File: src/rtl/mmu_pmp_scan.sv
// mmu_pmp_scan: sequential PMP checker.
// Walks PMP entries 0..ENTRIES-1 in priority order. Each enabled entry is sent to an
// external single-entry matcher. The first hitting entry's R/W/X/L rules set the
// fault/allow response, which is returned over a valid/ack handshake.
// Optional build macro: MMU_PMP_TIMEOUT_EN adds a 4-bit WAIT watchdog that ends a
// stuck match with a fault response.
module mmu_pmp_scan #(
  parameter int ENTRIES = 16
) (
  input  logic                    clk,
  input  logic                    rstn,
  input  logic                    i_paddrProduct_pmp_req_1,
  input  logic [31:0]             i_paddrProduct_pmp_addr_32,
  input  logic [1:0]              i_paddrProduct_pmp_acc_2,
  input  logic                    i_paddrProduct_pmp_priv_1,
  output logic                    o_pmp_paddrProduct_ready_1,
  output logic                    o_pmp_paddrProduct_valid_1,
  output logic                    o_pmp_paddrProduct_fault_1,
  output logic                    o_pmp_paddrProduct_matched_1,
  output logic [3:0]              o_pmp_paddrProduct_entry_4,
  input  logic                    i_paddrProduct_pmp_ack_1,
  input  logic [8*ENTRIES-1:0]    i_csrFetch_pmp_pmpcfg,
  input  logic [32*ENTRIES-1:0]   i_csrFetch_pmp_pmpaddr,
  output logic                    o_pmp_pmpmatch_drive_1,
  output logic [1:0]              o_pmp_pmpmatch_mode_2,
  output logic [31:0]             o_pmp_pmpmatch_addr_32,
  output logic [31:0]             o_pmp_pmpmatch_bottom_32,
  output logic [31:0]             o_pmp_pmpmatch_top_32,
  output logic                    o_pmpmatch_pmp_freenext_1,
  input  logic                    i_pmpmatch_pmp_free_1,
  input  logic                    i_pmpmatch_pmp_drivenext_1,
  input  logic                    i_pmpmatch_pmp_hit_1
);

  localparam logic [1:0] S_IDLE  = 2'd0;
  localparam logic [1:0] S_ISSUE = 2'd1;
  localparam logic [1:0] S_WAIT  = 2'd2;
  localparam logic [1:0] S_RESP  = 2'd3;
  localparam logic [3:0] LAST_IDX = 4'(ENTRIES - 1);

  // CSR views, padded to 16 entries so the 4-bit index always selects in range
  logic [7:0]  cfg_a  [16];
  logic [31:0] paddr_a [16];

  for (genvar g = 0; g < 16; g++) begin : g_csr
    if (g < ENTRIES) begin : g_on
      assign cfg_a[g]   = i_csrFetch_pmp_pmpcfg[8*g +: 8];
      assign paddr_a[g] = i_csrFetch_pmp_pmpaddr[32*g +: 32];
    end else begin : g_off
      assign cfg_a[g]   = '0;
      assign paddr_a[g] = '0;
    end
  end

  logic [1:0]  state_q, state_d;
  logic [3:0]  idx_q, idx_d;
  logic [31:0] addr_q, addr_d;
  logic [1:0]  acc_q, acc_d;
  logic        priv_q, priv_d;
  logic        fault_q, fault_d;
  logic        matched_q, matched_d;
  logic [3:0]  entry_q, entry_d;

  logic [7:0]  cur_cfg;
  logic        cur_en;
  logic        cur_last;
  logic        perm_bit;
  logic        hit_fault;
  logic        cfg_unused;

  // Current-entry decode; CSRs are read live, never snapshotted
  always_comb begin
    cur_cfg  = cfg_a[idx_q];
    cur_en   = (cur_cfg[4:3] != 2'b00);
    cur_last = (idx_q == LAST_IDX);
    case (acc_q)
      2'b00:   perm_bit = cur_cfg[0];
      2'b01:   perm_bit = cur_cfg[1];
      2'b10:   perm_bit = cur_cfg[2];
      default: perm_bit = 1'b0;
    endcase
    // Reserved access always faults; otherwise rules apply to S/U or locked entries
    hit_fault = (acc_q == 2'b11) | ((~priv_q | cur_cfg[7]) & ~perm_bit);
  end

  assign cfg_unused = ^cur_cfg[6:5];

`ifdef MMU_PMP_TIMEOUT_EN
  logic [3:0] wdog_q, wdog_d;
`endif

  // Scan FSM: next-state and response capture
  always_comb begin
    state_d   = state_q;
    idx_d     = idx_q;
    addr_d    = addr_q;
    acc_d     = acc_q;
    priv_d    = priv_q;
    fault_d   = fault_q;
    matched_d = matched_q;
    entry_d   = entry_q;
`ifdef MMU_PMP_TIMEOUT_EN
    wdog_d    = wdog_q;
`endif
    case (state_q)
      S_IDLE: begin
        if (i_paddrProduct_pmp_req_1) begin
          addr_d  = i_paddrProduct_pmp_addr_32;
          acc_d   = i_paddrProduct_pmp_acc_2;
          priv_d  = i_paddrProduct_pmp_priv_1;
          idx_d   = '0;
          state_d = S_ISSUE;
        end
      end
      S_ISSUE: begin
        if (!cur_en) begin
          // Disabled entry: one-cycle skip
          if (cur_last) begin
            state_d   = S_RESP;
            fault_d   = ~priv_q;
            matched_d = 1'b0;
            entry_d   = '0;
          end else begin
            idx_d = idx_q + 4'd1;
          end
        end else if (i_pmpmatch_pmp_free_1) begin
          state_d = S_WAIT;
`ifdef MMU_PMP_TIMEOUT_EN
          wdog_d  = '0;
`endif
        end
      end
      S_WAIT: begin
        if (i_pmpmatch_pmp_drivenext_1) begin
          if (i_pmpmatch_pmp_hit_1) begin
            state_d   = S_RESP;
            fault_d   = hit_fault;
            matched_d = 1'b1;
            entry_d   = idx_q;
          end else if (cur_last) begin
            state_d   = S_RESP;
            fault_d   = ~priv_q;
            matched_d = 1'b0;
            entry_d   = '0;
          end else begin
            idx_d   = idx_q + 4'd1;
            state_d = S_ISSUE;
          end
        end
`ifdef MMU_PMP_TIMEOUT_EN
        else if (wdog_q == 4'd14) begin
          // 15th silent WAIT cycle: give up on this entry with a fault
          state_d   = S_RESP;
          fault_d   = 1'b1;
          matched_d = 1'b0;
          entry_d   = idx_q;
        end else begin
          wdog_d = wdog_q + 4'd1;
        end
`endif
      end
      default: begin
        if (i_paddrProduct_pmp_ack_1) state_d = S_IDLE;
      end
    endcase
  end

  // State and response registers, synchronous active-low reset
  always_ff @(posedge clk) begin
    if (!rstn) begin
      state_q   <= S_IDLE;
      idx_q     <= '0;
      addr_q    <= '0;
      acc_q     <= '0;
      priv_q    <= 1'b0;
      fault_q   <= 1'b0;
      matched_q <= 1'b0;
      entry_q   <= '0;
    end else begin
      state_q   <= state_d;
      idx_q     <= idx_d;
      addr_q    <= addr_d;
      acc_q     <= acc_d;
      priv_q    <= priv_d;
      fault_q   <= fault_d;
      matched_q <= matched_d;
      entry_q   <= entry_d;
    end
  end

`ifdef MMU_PMP_TIMEOUT_EN
  // WAIT watchdog counter
  always_ff @(posedge clk) begin
    if (!rstn) wdog_q <= '0;
    else       wdog_q <= wdog_d;
  end
`endif

  assign o_pmp_paddrProduct_ready_1   = (state_q == S_IDLE);
  assign o_pmp_paddrProduct_valid_1   = (state_q == S_RESP);
  assign o_pmp_paddrProduct_fault_1   = fault_q;
  assign o_pmp_paddrProduct_matched_1 = matched_q;
  assign o_pmp_paddrProduct_entry_4   = entry_q;

  // Drive is a single-cycle pulse: the same cycle leaves ISSUE for WAIT
  assign o_pmp_pmpmatch_drive_1    = (state_q == S_ISSUE) & cur_en & i_pmpmatch_pmp_free_1;
  assign o_pmp_pmpmatch_mode_2     = cur_cfg[4:3];
  assign o_pmp_pmpmatch_addr_32    = addr_q;
  assign o_pmp_pmpmatch_bottom_32  = (idx_q == 4'd0) ? 32'd0 : paddr_a[idx_q - 4'd1];
  assign o_pmp_pmpmatch_top_32     = paddr_a[idx_q];
  assign o_pmpmatch_pmp_freenext_1 = (state_q == S_WAIT);

endmodule

File: config.mk
export PLATFORM = sky130hd
export DESIGN_NAME = mmu_pmp_scan
export DESIGN_NICKNAME = d
export VERILOG_FILES = /design/src/rtl/mmu_pmp_scan.sv
export SDC_FILE = /design/constraint.sdc
export NUM_CORES = 1
export LEC_CHECK = 0
export ABC_CLOCK_PERIOD_IN_PS = 6600
export BUFFER_PORTS_ARGS = -buffer_cell sky130_fd_sc_hd__buf_2
export CORE_AREA = 2 2 306 308
export CTS_CLUSTER_DIAMETER = 120
export CTS_CLUSTER_SIZE = 28
export DETAILED_ROUTE_END_ITERATION = 12
export DIE_AREA = 0 0 308 310
export PLACE_DENSITY = 0.35
export SLEW_MARGIN = 20
export SYNTH_ARGS = -nofsm -noshare
export SYNTH_HDL_FRONTEND = slang
export SYNTH_SLANG_ARGS = --single-unit
File: constraint.sdc
create_clock -name clk -period 6.6 [get_ports clk]
set_clock_uncertainty 0.05 [all_clocks]
set_input_delay 0.66 -clock clk [delete_from_list [all_inputs] [get_ports clk]]
set_output_delay 0.66 -clock clk [all_outputs]
set_load 0.01 [all_outputs]
# After elaboration in Yosys (flattened, before gate mapping)
# Index checks and enable logic that the tools add are counted.
word_totals:
  ff_bits: 47
op_classes:
  reduce_logical: 11
  muxes: 41
  n_bitwise: 9
  add_sub_neg: 2
  magnitude_cmp: 2
  eq_ne: 13
op_table:
  columns: ["op", "n"]
  rows:
  - ["binary-select mux 32 bit (select 4 bit)", 2]
  - ["2-to-1 mux 32 bit", 5]
  - ["2-to-1 mux 4 bit", 9]
  - ["binary-select mux 8 bit (select 4 bit)", 1]
  - ["2-to-1 mux 2 bit", 8]
  - ["2-to-1 mux 8 bit", 2]
  - ["case mux 4 bit (3 select lines)", 1]
  - [">= comparator 5 bit, second input constant", 2]
  - ["inverter 4 -> 5 bit", 2]
  - ["AND reduction 5 bit", 2]
  - ["equality test 2 bit, second input constant", 4]
  - ["2-to-1 mux 1 bit", 8]
  - ["case mux 4 bit (2 select lines)", 1]
  - ["inequality test 2 bit, second input constant", 3]
  - ["inequality test 3 bit, second input constant", 2]
  - ["case mux 2 bit (3 select lines)", 1]
  - ["adder 4 x 1 -> 4 bit, second input constant", 1]
  - ["equality test 2 x 1 -> 1 bit, second input constant", 2]
  - ["equality test 4 bit, second input constant", 1]
  - ["zero test 2 bit", 2]
  - ["zero test 4 bit", 1]
  - ["case mux 1 bit (2 select lines)", 2]
  - ["nonzero test 2 bit", 2]
  - ["nonzero test 4 bit", 1]
  - ["9 further kinds", 13]

# Depth between registers and ports, before layout
# Gate-level depths: netlist of the first run.
depth:
  word_depth: 11
  mapped_depth: 12

# Least setup slack after synthesis of the first run
# OpenSTA, ideal clock, no wires.
synth_path:
  path_kind: "reg2out"
  from: "register idx_q[1]"
  to: "output port o_pmp_pmpmatch_bottom_32[2]"
  required_time_ps: 5890
  arrival_time_ps: 3073
  setup_slack_ps: 2817
  stages_incl_launch_ff: 13
  cell_sequence: "dfxtp_1 -> buf_6 -> buf_8 -> clkbuf_1 -> buf_2 -> inv_1 -> ha_1 -> buf_1 -> buf_2 -> clkbuf_1 -> mux4_2 -> mux2i_1 -> a211oi_1"
synth_between:
  elab_chain_len: 6
  word_cells_on_any_way: 7
synth_rtl:
  columns: ["item", "line_no", "source"]
  rows:
  - ["from (decl)", "56", "logic [3:0] idx_q, idx_d;"]
  - ["from (signal assigned)", "181", "idx_q <= idx_d;"]
  - ["subtractor 4 x 1 -> 4 bit", "209", "assign o_pmp_pmpmatch_bottom_32 = (idx_q == 4'd0) ? 32'd0 : paddr_a[idx_q - 4'd1];"]
  - ["inverter 4 -> 5 bit (implied by the code)", "209", null]
  - ["binary-select mux 32 bit (select 4 bit)", "209", null]
  - ["2-to-1 mux 32 bit (implied by the code) (2 in a row)", "209", null]
  - ["2-to-1 mux 32 bit *", "209", null]
  - ["to (decl)", "27", "output logic [31:0] o_pmp_pmpmatch_bottom_32,"]
# Every way passes the cells marked *; elsewhere a longest branch is shown, timed or not. The select of a mux whose other input is x is not followed.

# Worst setup path after layout of the first run
layout_path:
  from: "register idx_q[0]"
  to: "output port o_pmp_pmpmatch_bottom_32[0]"
# The elaborated chain is that of the path after synthesis.

==> results of run 1 <==
metrics by stage:
step	util, %	area (um^2)
global placement	17.2	15900
CTS	17.4	16100
detailed placement	17.2	15900
global route	17.4	16100
floorplan	-	10800
finish	17.4	16100
cell type report:
cell class              count  area, um^2
fillers                 10324       76400
multi-input cells         658        9370
repair buffers            783        4030
well taps                1197        1500
flip-flops and latches     47         956
clock buffers               5         125
clock inverters             3        43.8
inverters                   8        30.0
diodes                      7        17.5
logic make-up after synthesis:
logic type / after synthesis / share of synthesized area (%)
adders and majority gates: 7 / 0.812
xor gates and xnor gates: 2 / 0.163
buffers and inverters: 114 / 4.78
and+or+nand+nor: 153 / 6.87
AOI/OAI and AO/OA: 140 / 9.04
DFF: 47 / 8.73
muxes: 356 / 69.6
Yosys cell counts (2+ instances only):
master,instances,share of area [%]
mux4_2,306,64
nand2_1,89,3.1
a211oi_1,65,4.5
clkbuf_1,48,1.7
dfxtp_1,47,8.7
mux2i_1,41,3.8
a21oi_1,39,1.8
buf_2,37,1.7
nor2b_1,33,1.9
buf_1,13,0.45
nand3_1,12,0.56
ha_1,7,0.81
o21ai_0,7,0.32
buf_4,6,0.42
inv_1,6,0.21
nor2_1,6,0.21
o22ai_1,6,0.35
mux4_1,5,1.2
o21a_1,3,0.21
a211oi_2,2,0.23
a31oi_1,2,0.12
and2_1,2,0.12
inv_2,2,0.070
mux2i_4,2,0.42
nand3_2,2,0.19
nand3b_1,2,0.14
nor3_4,2,0.30
o2111ai_1,2,0.16
o31ai_1,2,0.14
power groups by stage:
stage | sequential [mW] | combinational, mW | clock, mW
2_1_floorplan | 0.378 | 2.65 | 0
3_3_place_gp | 0.383 | 3.93 | 0
3_5_place_dp | 0.384 | 3.95 | 0
4_1_cts | 0.378 | 3.97 | 0.319
5_1_grt | 0.383 | 4.17 | 0.326
6_report | 0.377 | 3.87 | 0.309
final timing paths:
| kind | from | end | slack (ps) | cells after the start |
|---|---|---|---|---|
| min reg2reg | o_pmp_pmpmatch_addr_32[28] | o_pmp_pmpmatch_addr_32[28] | 410 | 2 |
| max reg2reg | idx_q[1] | idx_q[3] | 3070 | 7 |
| max | idx_q[0] | o_pmp_pmpmatch_bottom_32[0] | 2300 | 6 |
| min | o_pmp_pmpmatch_addr_32[28] | o_pmp_pmpmatch_addr_32[28] | 410 | 2 |
metal layers:
| layer | wire length (um) | part of all wire [%] | track usage, % |
|---|---|---|---|
| met4 | 2160 | 3.2 | 4.48 |
| met1 | 26000 | 38 | 15.7 |
| met3 | 5620 | 8.3 | 3.34 |
| met5 | 184 | 0.27 | 0 |
| met2 | 33900 | 50 | 23.6 |
critical path: cells and delay by family (launching register included):
kind	cells	cell delay, ps
buffers and inverters	3	1340
AOI/OAI and AO/OA	1	160
DFF	1	380
muxes	2	1110
sequential cells by signal, indices dropped and copies added, names as in the netlist:
| signal | flops |
|---|---|
| acc_q | 2 |
| idx_q | 4 |
| o_pmp_paddrProduct_entry_4 | 4 |
| o_pmp_paddrProduct_fault_1 | 1 |
| o_pmp_paddrProduct_matched_1 | 1 |
| o_pmp_pmpmatch_addr_32 | 32 |
| priv_q | 1 |
| state_q | 2 |
==> results summary, run 1 <==
The flow ran to the end, and the final reports show no timing, DRC or antenna violations. The residual overflow from global routing is 0. Power spread over the standard cell area amounts to 283 nW/um^2. The final hold slack is 405 ps. The fraction of final layout cells with drive strength greater than 1 is 74.6%. The initial antenna violation count is 32. The maximum fanout count along the critical path came out at 100. During synthesis, Yosys emitted a total of 0 warnings. Compared with the post-synthesis result, the final layout area differs by 49.1%. The synthesized flop and latch total came out at 47. The number of clock buffers added by TritonCTS is 5. The number of global-route vias before repair was 12697. The most used flip-flop cell after synthesis is dfxtp_1. The total number of vias came out at 11865.

The detailed-route vias per instance came out at 4.38. The cell count after placement came out at 2693. By startpoint and endpoint, the worst setup path is classified as reg2out. The number of max-capacitance violations reported came out at 0.

The count of final setup violators is 0. The estimated wirelength of the detail-placed design came out at 56800 um. The DRC violations left came out at 0.

The overall track demand over capacity in global routing is 13.3%. The kind of start point of the critical path is a register. The tightest min-delay check is of the reg2reg type. The clock network fraction of total power came out at 6.8%. The buffer depth of the longest clock path came out at 2. The standard-cell row count is 112. The completed layout was analyzed and its total power is 4.55 mW. The sequential cell area fraction in the yosys report is 8.73%. The internal power summed over all cells is 2.39 mW. At the end of routability-driven placement, the weighted congestion stood at 0.889.

The number of pins exceeding their max-slew limit in the final report came to 0. The net count after synthesis is 1508. The total leakage power came out at 6.17 nW.

The final count of hold timing violations is 0. The post-CTS setup-driven buffer insertion count is 0. The cell sitting at the root of the clock tree is a clkbuf_16. TritonCTS built the clock tree.

Leaving out fill and tap cells, the most frequent cell in the layout is buf_2. The gate count after technology mapping came out at 819. For this run, the post-layout net count is 2192. The maximum number of pins on one net before global-route repair came out at 101. The final total negative setup slack is 0 ps.

The logic gate share of total power is 84.9%. The share of async-settable or async-resettable flops after synthesis is 0%. The DRC marker count from the first detailed-route iteration came out at 820. Walking the worst path, the cells encountered are buf_12, buf_4, mux4_2, mux2i_1, a211oi_1, buf_2. The number of enable-type register cells in the synthesized netlist came out at 0. The synthesized area is 10800 um^2. The worst path uses 65.2% of the clock period.

The first-pass iteration count of the detailed router is 5. The distinct cell type count of the synthesized netlist came out at 52. Before CTS, the worst setup slack after placement is 2670 ps. The analysis attributes to net switching a power of 2.16 mW. The vertical die dimension is 310 um. The die is 308 um wide. The data arrival at the endpoint of the critical path came out at 3590 ps. The number of instances resized during post-cts repair is 0.

The worst path needs 4300 ps of the cycle, external delays included. Clock-pin slew was measured on the worst setup and hold paths at 80 ps. For this design the top-level I/O count stands at 790. The highest cell delay on the worst timing path came out at 690 ps.

After detailed routing, the average wire length per cell comes to 25.1 um. For this block, the routed nets add up to 67900 um of wire. The worst path meets setup with 2300 ps of slack.

The antenna violation net count after detailed routing came out at 0. The top cell types in the final layout, fill and taps aside, are buf_2 (757), mux4_2 (306), nand2_1 (89), a211oi_1 (65), dfxtp_1 (43). Setup repair after global routing left no endpoint under its margin. The largest individual stage delay along the critical path comes from the cell buf_4. The H-tree depth reported by CTS is 2. Of the total power, the share spent switching nets is 47.5%. STA puts the critical path data required time at 5890 ps. The count of buffers inserted at the top-level ports is 757. Once the floorplan was initialized, standard cells occupied 11.7% of the core. The number of standard cells in the final layout excluding fillers came out at 2708. The maximum achievable frequency came out at 0.233 GHz. The worst-case headroom to the max-slew limit is 33.1%. The CTS sink count came out at 47. The synthesized area divided by synthesized cell count came out at 13.2 um^2. The core outline area came out at 92500 um^2.

The clock reaches the later pin of the worst-skew pair after 310 ps. The worst-case IR drop observed on VDD is 0.000230 V. The die covers 95500 um^2. The sequential fraction of design power is 8.3%. The number of hold buffers added after cts is 0.

The worst-margin pin slew came out at 1000 ps. The worst setup path is captured at an output port. The global-route wire length before repair is 92000 um.
(Power assumes the default switching activity.)
==> inputs of run 2 (changes only) <==
--- a/config.mk
+++ b/config.mk
@@ -5,13 +5,13 @@
 export SDC_FILE = /design/constraint.sdc
 export NUM_CORES = 1
 export LEC_CHECK = 0
-export ABC_CLOCK_PERIOD_IN_PS = 6600
+export ABC_CLOCK_PERIOD_IN_PS = 4050
 export BUFFER_PORTS_ARGS = -buffer_cell sky130_fd_sc_hd__buf_2
-export CORE_AREA = 2 2 306 308
+export CORE_AREA = 2 2 307 309
 export CTS_CLUSTER_DIAMETER = 120
 export CTS_CLUSTER_SIZE = 28
 export DETAILED_ROUTE_END_ITERATION = 12
-export DIE_AREA = 0 0 308 310
+export DIE_AREA = 0 0 309 311
 export PLACE_DENSITY = 0.35
 export SLEW_MARGIN = 20
 export SYNTH_ARGS = -nofsm -noshare
==> constraint.sdc (replaced) <==
create_clock -name clk -period 4.05 [get_ports clk]
set_clock_uncertainty 0.05 [all_clocks]
set_input_delay 0.405 -clock clk [delete_from_list [all_inputs] [get_ports clk]]
set_output_delay 0.405 -clock clk [all_outputs]
set_load 0.01 [all_outputs]
==> run 2 against run 1 <==
Effect of this change:
- final cell count increased by 2.5%
- via count increased by 0.57%
- total power increased by 66%
- critical path depth increased by 3
- global-route usage decreased by 0.39 points
- non-clock buffer count increased by 6
- setup slack got worse by 2000 ps
- sequential cell count unchanged
- routed wire length decreased by 2.8%
- highest routed layer unchanged
==> results summary, run 2 (synthesis results as in run 1) <==
The flow ran to the end, and the final reports show no timing, DRC or antenna violations. Setup slack on the worst reg-to-reg path comes out at 1110 ps. The first detailed-routing pass took 5 iterations. The fraction of final layout cells with drive strength greater than 1 came out at 74.6%. The minimum period implied by the final worst setup slack came out at 3720 ps. For hold timing, the worst endpoint is o_pmp_pmpmatch_addr_32[18]. The x dimension of the die came out at 309 um. The maximum fanout count along the critical path came out at 53. The least setup slack across all paths after layout is 326 ps.

Setup violations remaining at the end of the flow were counted as 0. The total number of vias came out at 11933. The estimated wirelength of the detail-placed design came out at 54900 um.

The launch instance of the worst register-to-register path is idx_q[3]. The critical path is of the reg2out type. The antenna violation net count after detailed routing came out at 0. The area growth from synthesis to layout is 50.9%.

The initial antenna violation count is 22. Across the run, the number of max-cap violations was 0. The sequential cell area came out at 956 um^2.

The final critical-path share of the clock period is 92.0%. The startpoint of the tightest hold check path is i_paddrProduct_pmp_addr_32[18]. In this run the static leakage power is 6.23 nW. The clock network fraction of total power came out at 7.4%. The internal power summed over all cells came out at 4.02 mW.

The data arrival at the endpoint of the critical path came out at 3270 ps. The library cells used most frequently in the layout, excluding fill and tap cells, are buf_2 (757), mux4_2 (306), nand2_1 (89), a211oi_1 (65), dfxtp_1 (43). The net switching power came out at 3.52 mW. The DRC violations left is 0. The detailed-route wire length is 65900 um.

The clock tree root driver cell is clkbuf_16. The largest voltage drop on the vdd net is 0.000316 V. In this run the critical register-to-register path is captured at state_q[1]. The global-route wire length before repair came out at 91700 um. The highest cell delay on the worst timing path came out at 520 ps. The worst setup path is launched from a register.

The CTS sink count is 47. The worst hold-check path type is in2reg. The final count of hold timing violations is 0. The multi-input logic area is 9370 um^2. The die covers 96100 um^2. The library cell used most frequently in the layout, excluding fill and tap cells, is buf_2. In the final routed layout, each cell accounts on average for 23.8 um. The overall track demand over capacity in global routing is 13.0%.

The H-tree generated during clock tree synthesis spans 2 levels. The final layout net count is 2198. After clock tree synthesis, the clock-pin slew on the worst setup and hold paths is 70 ps. The number of filler cells placed in the layout came out at 10355. The sequential fraction of design power came out at 8.3%. The number of hold buffers added after cts is 0.

The clock tree from TritonCTS is done. The cell count after placement came out at 2756. The residual overflow from global routing is 0. The effective utilization at floorplan came out at 11.6%. The number of pins exceeding their max-slew limit in the final report is 0.

The maximum achievable frequency is 0.269 GHz. The vertical die dimension came out at 311 um. The worst slack at placement came out at 617 ps. The global placer's final weighted congestion is 0.889. The later-pin clock latency in the skew report came out at 300 ps.

The worst-case headroom to the max-slew limit came out at 35.6%. Among the stages of the critical path, the cell type that occurs most often is a211oi_1. The buffer depth of the longest clock path is 2. The final cell utilization of the core is 17.5%. During I/O placement, the number of pins put on the boundary was 790.

The floorplan has 112 rows. The logic gate share of total power came out at 84.3%. Data on the critical path is required at its endpoint by 3600 ps. The worst-margin pin slew came out at 954 ps.

The DRC marker count from the first detailed-route iteration came out at 770. Counting the buffers created by CTS gives 5. The detailed-route vias per instance is 4.30. The post-CTS setup-driven buffer insertion count is 0. The register with the most flip-flops in the layout has 32 of them. The maximum number of pins on one net before global-route repair is 89. The final total negative setup slack is 0 ps.

The worst setup path is captured at an output port. The depth of the worst register-to-register path is 7. Of the total power, the share spent switching nets is 46.7%. The count of buffers inserted at the top-level ports came out at 757.

The power per standard cell area is 463 nW/um^2. The core outline area is 92800 um^2. The critical path goes through inv_2, ha_4, buf_12, buf_4, mux4_2, nor2b_1, a211oi_1, a211oi_1, buf_2. The library cell contributing the largest single delay on the critical path is dfxtp_4. Setup repair after global routing left no endpoint under its margin. The number of gates resized after CTS was 0. The number of global-route vias before repair is 12977.

Along the worst hold path, the cell count comes to 3. The number of standard cells in the final layout excluding fillers came out at 2775.
run 2: cell types whose count changed in the layout (fill, tap and decap cells not counted):
| cell | previous run | this run |
|---|---|---|
| clkinv_4 | 1 | 0 |
| buf_4 | 22 | 24 |
| diode_2 | 7 | 11 |
| bufinv_16 | 1 | 2 |
| clkinv_2 | 1 | 0 |
| buf_12 | 4 | 8 |
| clkbuf_1 | 0 | 1 |
run 2: how the worst max path moves through the flow:
stage / cells after the start / startpoint / slack [ps] / end
detailed placement: 8 / idx_q[0] / 620 / o_pmp_pmpmatch_bottom_32[0]
floorplan: 12 / idx_q[1] / 520 / o_pmp_pmpmatch_bottom_32[2]
global route: 9 / idx_q[0] / 180 / o_pmp_pmpmatch_bottom_32[24]
global placement: 8 / idx_q[0] / 600 / o_pmp_pmpmatch_bottom_32[0]
finish: 9 / idx_q[0] / 330 / o_pmp_pmpmatch_bottom_32[25]
CTS: 8 / idx_q[0] / 280 / o_pmp_pmpmatch_bottom_32[0]
run 2: metal layers:
layer / GRT usage [%] / share of wire [%] / vias to the layer above
met5: 0 / 0.15 / -
met4: 5.62 / 4.2 / 14
met3: 2.91 / 8.0 / 106
met2: 23.9 / 52 / 718
met1: 14.0 / 36 / 6084
li1: - / - / 5011
run 2: critical path: cells and delay by family, from the launching register on:
kind,cells,cell delay (ps)
buffers and inverters,4,1050
muxes,1,330
and+or+nand+nor,1,140
adders and majority gates,1,430
DFF,1,520
AOI/OAI and AO/OA,2,370
run 2: area by class of cell:
cell class / count / share of cell area (%)
clock inverter: 2 / 0.369
antenna: 11 / 0.169
timing repair buffer: 789 / 25.4
sequential: 47 / 5.88
tap: 1254 / 9.64
multi-input combinational: 658 / 57.6
clock buffer: 6 / 0.792
inverter: 8 / 0.185
run 2: through the flow:
stage	power (mW)	hold slack [ps]	area, um^2
after floorplan	4.94	400	10800
after CTS	7.72	277	16200
after detailed placement	7.11	399	16100
final	7.53	288	16300
after global routing	8.07	287	16300
after global placement	7.08	396	16100
run 2: power by group through the flow:
stage | registers, mW | logic [mW] | clock network (mW)
2_1_floorplan | 0.616 | 4.32 | 0
3_3_place_gp | 0.640 | 6.44 | 0
3_5_place_dp | 0.641 | 6.47 | 0
4_1_cts | 0.631 | 6.51 | 0.578
5_1_grt | 0.643 | 6.84 | 0.590
6_report | 0.626 | 6.35 | 0.558
==> inputs of run 3 (changes only) <==
--- a/config.mk
+++ b/config.mk
@@ -12,7 +12,6 @@
 export CTS_CLUSTER_SIZE = 28
 export DETAILED_ROUTE_END_ITERATION = 12
 export DIE_AREA = 0 0 309 311
-export PLACE_DENSITY = 0.35
 export SLEW_MARGIN = 20
 export SYNTH_ARGS = -nofsm -noshare
 export SYNTH_HDL_FRONTEND = slang
==> run 3 against run 2 <==
Effect of this change:
- non-clock buffer count shrank 3
- fmax up 8.2%
- setup slack better by 280 ps
- routed wire length decreased by 13%
- critical endpoint is now o_pmp_pmpmatch_bottom_32[19]
==> results summary, run 3 (synthesis results as in run 1) <==
The flow ran to the end, and the final reports show no timing, DRC or antenna violations. The total number of vias is 12061. The first global-routing pass estimated 79900 um of wire. The H-tree depth reported by CTS is 2. The power per standard cell area is 454 nW/um^2. During I/O placement, the number of pins put on the boundary was 790. CTS saw 47 sinks. The worst setup path is of the reg2out kind. The number of hold buffers added after cts is 0. The effective utilization at floorplan came out at 11.6%. TritonCTS created 5 clock buffers. The library cell used most frequently in the layout, excluding fill and tap cells, is buf_2. After clock tree synthesis, the repair step resized 0 gates. The maximum fanout count along the critical path is 46. The tree is rooted in a clkbuf_16. The worst hold-check path type is in2reg. At the worst endpoint, the arrival time is 2990 ps. The maximum number of pins on one net before global-route repair came out at 103.

The least setup slack across all paths after layout is 609 ps. At the end of routability-driven placement, the weighted congestion stood at 0.976. Data on the critical path is required at its endpoint by 3600 ps. The number of global-route vias before repair is 12127. Of the available clock period, the critical path in the final layout requires 85.0%.

Setup repair after global routing left no endpoint under its margin. The floorplan step set the die width to 309 um. The vertical die dimension came out at 311 um.

The mean routed wirelength per cell came out at 20.7 um. STA classifies the critical path endpoint as an output port. The sequential cells in the finished layout cover a total of 956 um^2. Summed over all layers, the routed wires come to 57500 um.

The clock-pin slew on the worst setup and hold paths is 70 ps. The detailed-route vias per instance is 4.34. In this run the tool buffered the top-level ports with 757 buffer cells. The depth of the worst register-to-register path came out at 7. The minimum period implied by the final worst setup slack is 3440 ps.

The area growth from synthesis to layout came out at 51.1%. The worst-case headroom to the max-slew limit came out at 38.0%. For the worst-skew pair, the clock arrives at the later sink with an insertion delay of 300 ps. The worst hold path was traced through 3 stages.

The design draws 7.39 mW. The net count of the finished layout is 2195. The die covers 96100 um^2. Prior to clock tree synthesis, the placed netlist has a worst setup slack of 938 ps. The post-CTS setup-driven buffer insertion count came out at 0. Global routing used 13.9% of the available met1 tracks.

The final count of hold timing violations is 0. The estimated wirelength of the detail-placed design is 47600 um. The maximum achievable frequency came out at 0.291 GHz. For the pin with the worst max-slew slack, the measured transition is 930 ps.

The flip-flop count of the largest register, all copies and words added is 32. Setup violations remaining at the end of the flow were counted as 0. The worst-case IR drop observed on VDD is 0.000417 V. The tool flagged a number of max-cap violations equal to 0. TritonCTS built the clock tree.

The DRC marker count from the first detailed-route iteration is 973. Across every metal layer, demand over resource in global routing totals 11.1%. The DRC violations left is 0. The buffer depth of the longest clock path came out at 2.

The standard-cell row count came out at 112. The initial antenna violation count is 20. The core outline area is 92800 um^2. The busiest layer in global routing is met2. The global-route track usage on met3 is 2.87%. The antenna violation net count after detailed routing came out at 0. The library cells used most frequently in the layout, excluding fill and tap cells, are buf_2 (757), mux4_2 (306), nand2_1 (89), a211oi_1 (65), dfxtp_1 (43). The fraction of final layout cells with drive strength greater than 1 is 74.7%. The residual overflow from global routing came out at 0. The final hold slack came out at 284 ps. Summing all multi-input logic gate instances after layout gives 9370 um^2. Counting the fill cells in the layout gives 10394.

The number of pins exceeding their max-slew limit in the final report is 0. Adding up every negative setup slack in the final design gives 0 ps. Global routing consumed, on the met2 layer, 18.4% of the routing resources. STA classifies the critical path startpoint as a register. The first-pass iteration count of the detailed router is 5. In this run the static leakage power is 6.23 nW.
## run 3: changes by cell type in the layout (fill, tap and decap cells not counted)
cell       before  now
buf_12          8   10
diode_2        11   16
clkbuf_16       5    6
clkbuf_1        1    0
inv_8           0    1
buf_4          24   19
bufinv_16       2    1
## run 3: area by class of cell
type                    instances  area share (%)
clock buffers                   6           0.922
multi-input cells             658            57.5
inverters                       8           0.184
clock inverters                 2           0.254
diodes                         16           0.246
flip-flops and latches         47            5.87
well taps                    1254            9.63
repair buffers                786            25.4
## run 3: report_power, final
group	internal [mW]	leakage, nW	switching, mW
clock network	0.334	0.0942	0.202
logic	3.13	5.74	3.12
registers	0.540	0.388	0.0676
total	4.00	6.23	3.39
## run 3: critical path, cell delays in order (launching register included)
cell	delay, ps
dfxtp_4	450
inv_2	190
ha_4	350
buf_12	230
buf_4	350
mux4_2	340
nor2b_1	140
a211oi_1	220
a211oi_1	90
buf_2	170
## run 3: metal layers
| layer | wire, um | up-vias |
|---|---|---|
| li1 | - | 5010 |
| met1 | 22800 | 6056 |
| met2 | 27000 | 885 |
| met3 | 5790 | 104 |
| met4 | 1920 | 6 |
| met5 | 44 | - |
## run 3: worst paths after layout
kind | startpoint | to | slack, ps
min | i_paddrProduct_pmp_addr_32[20] | o_pmp_pmpmatch_addr_32[20] | 280
max reg2reg | idx_q[1] | o_pmp_paddrProduct_entry_4[2] | 1140
min reg2reg | o_pmp_pmpmatch_addr_32[6] | o_pmp_pmpmatch_addr_32[6] | 400
max | idx_q[0] | o_pmp_pmpmatch_bottom_32[19] | 610
## run 3: per-stage QoR
step | cells | area (um^2) | utilization, %
after CTS | 2761 | 16200 | 17.5
final | 2777 | 16300 | 17.6
after global placement | 2753 | 16100 | 17.3
after global routing | 2772 | 16300 | 17.5
after floorplan | 819 | 10800 | -
after detailed placement | 2753 | 16100 | 17.3
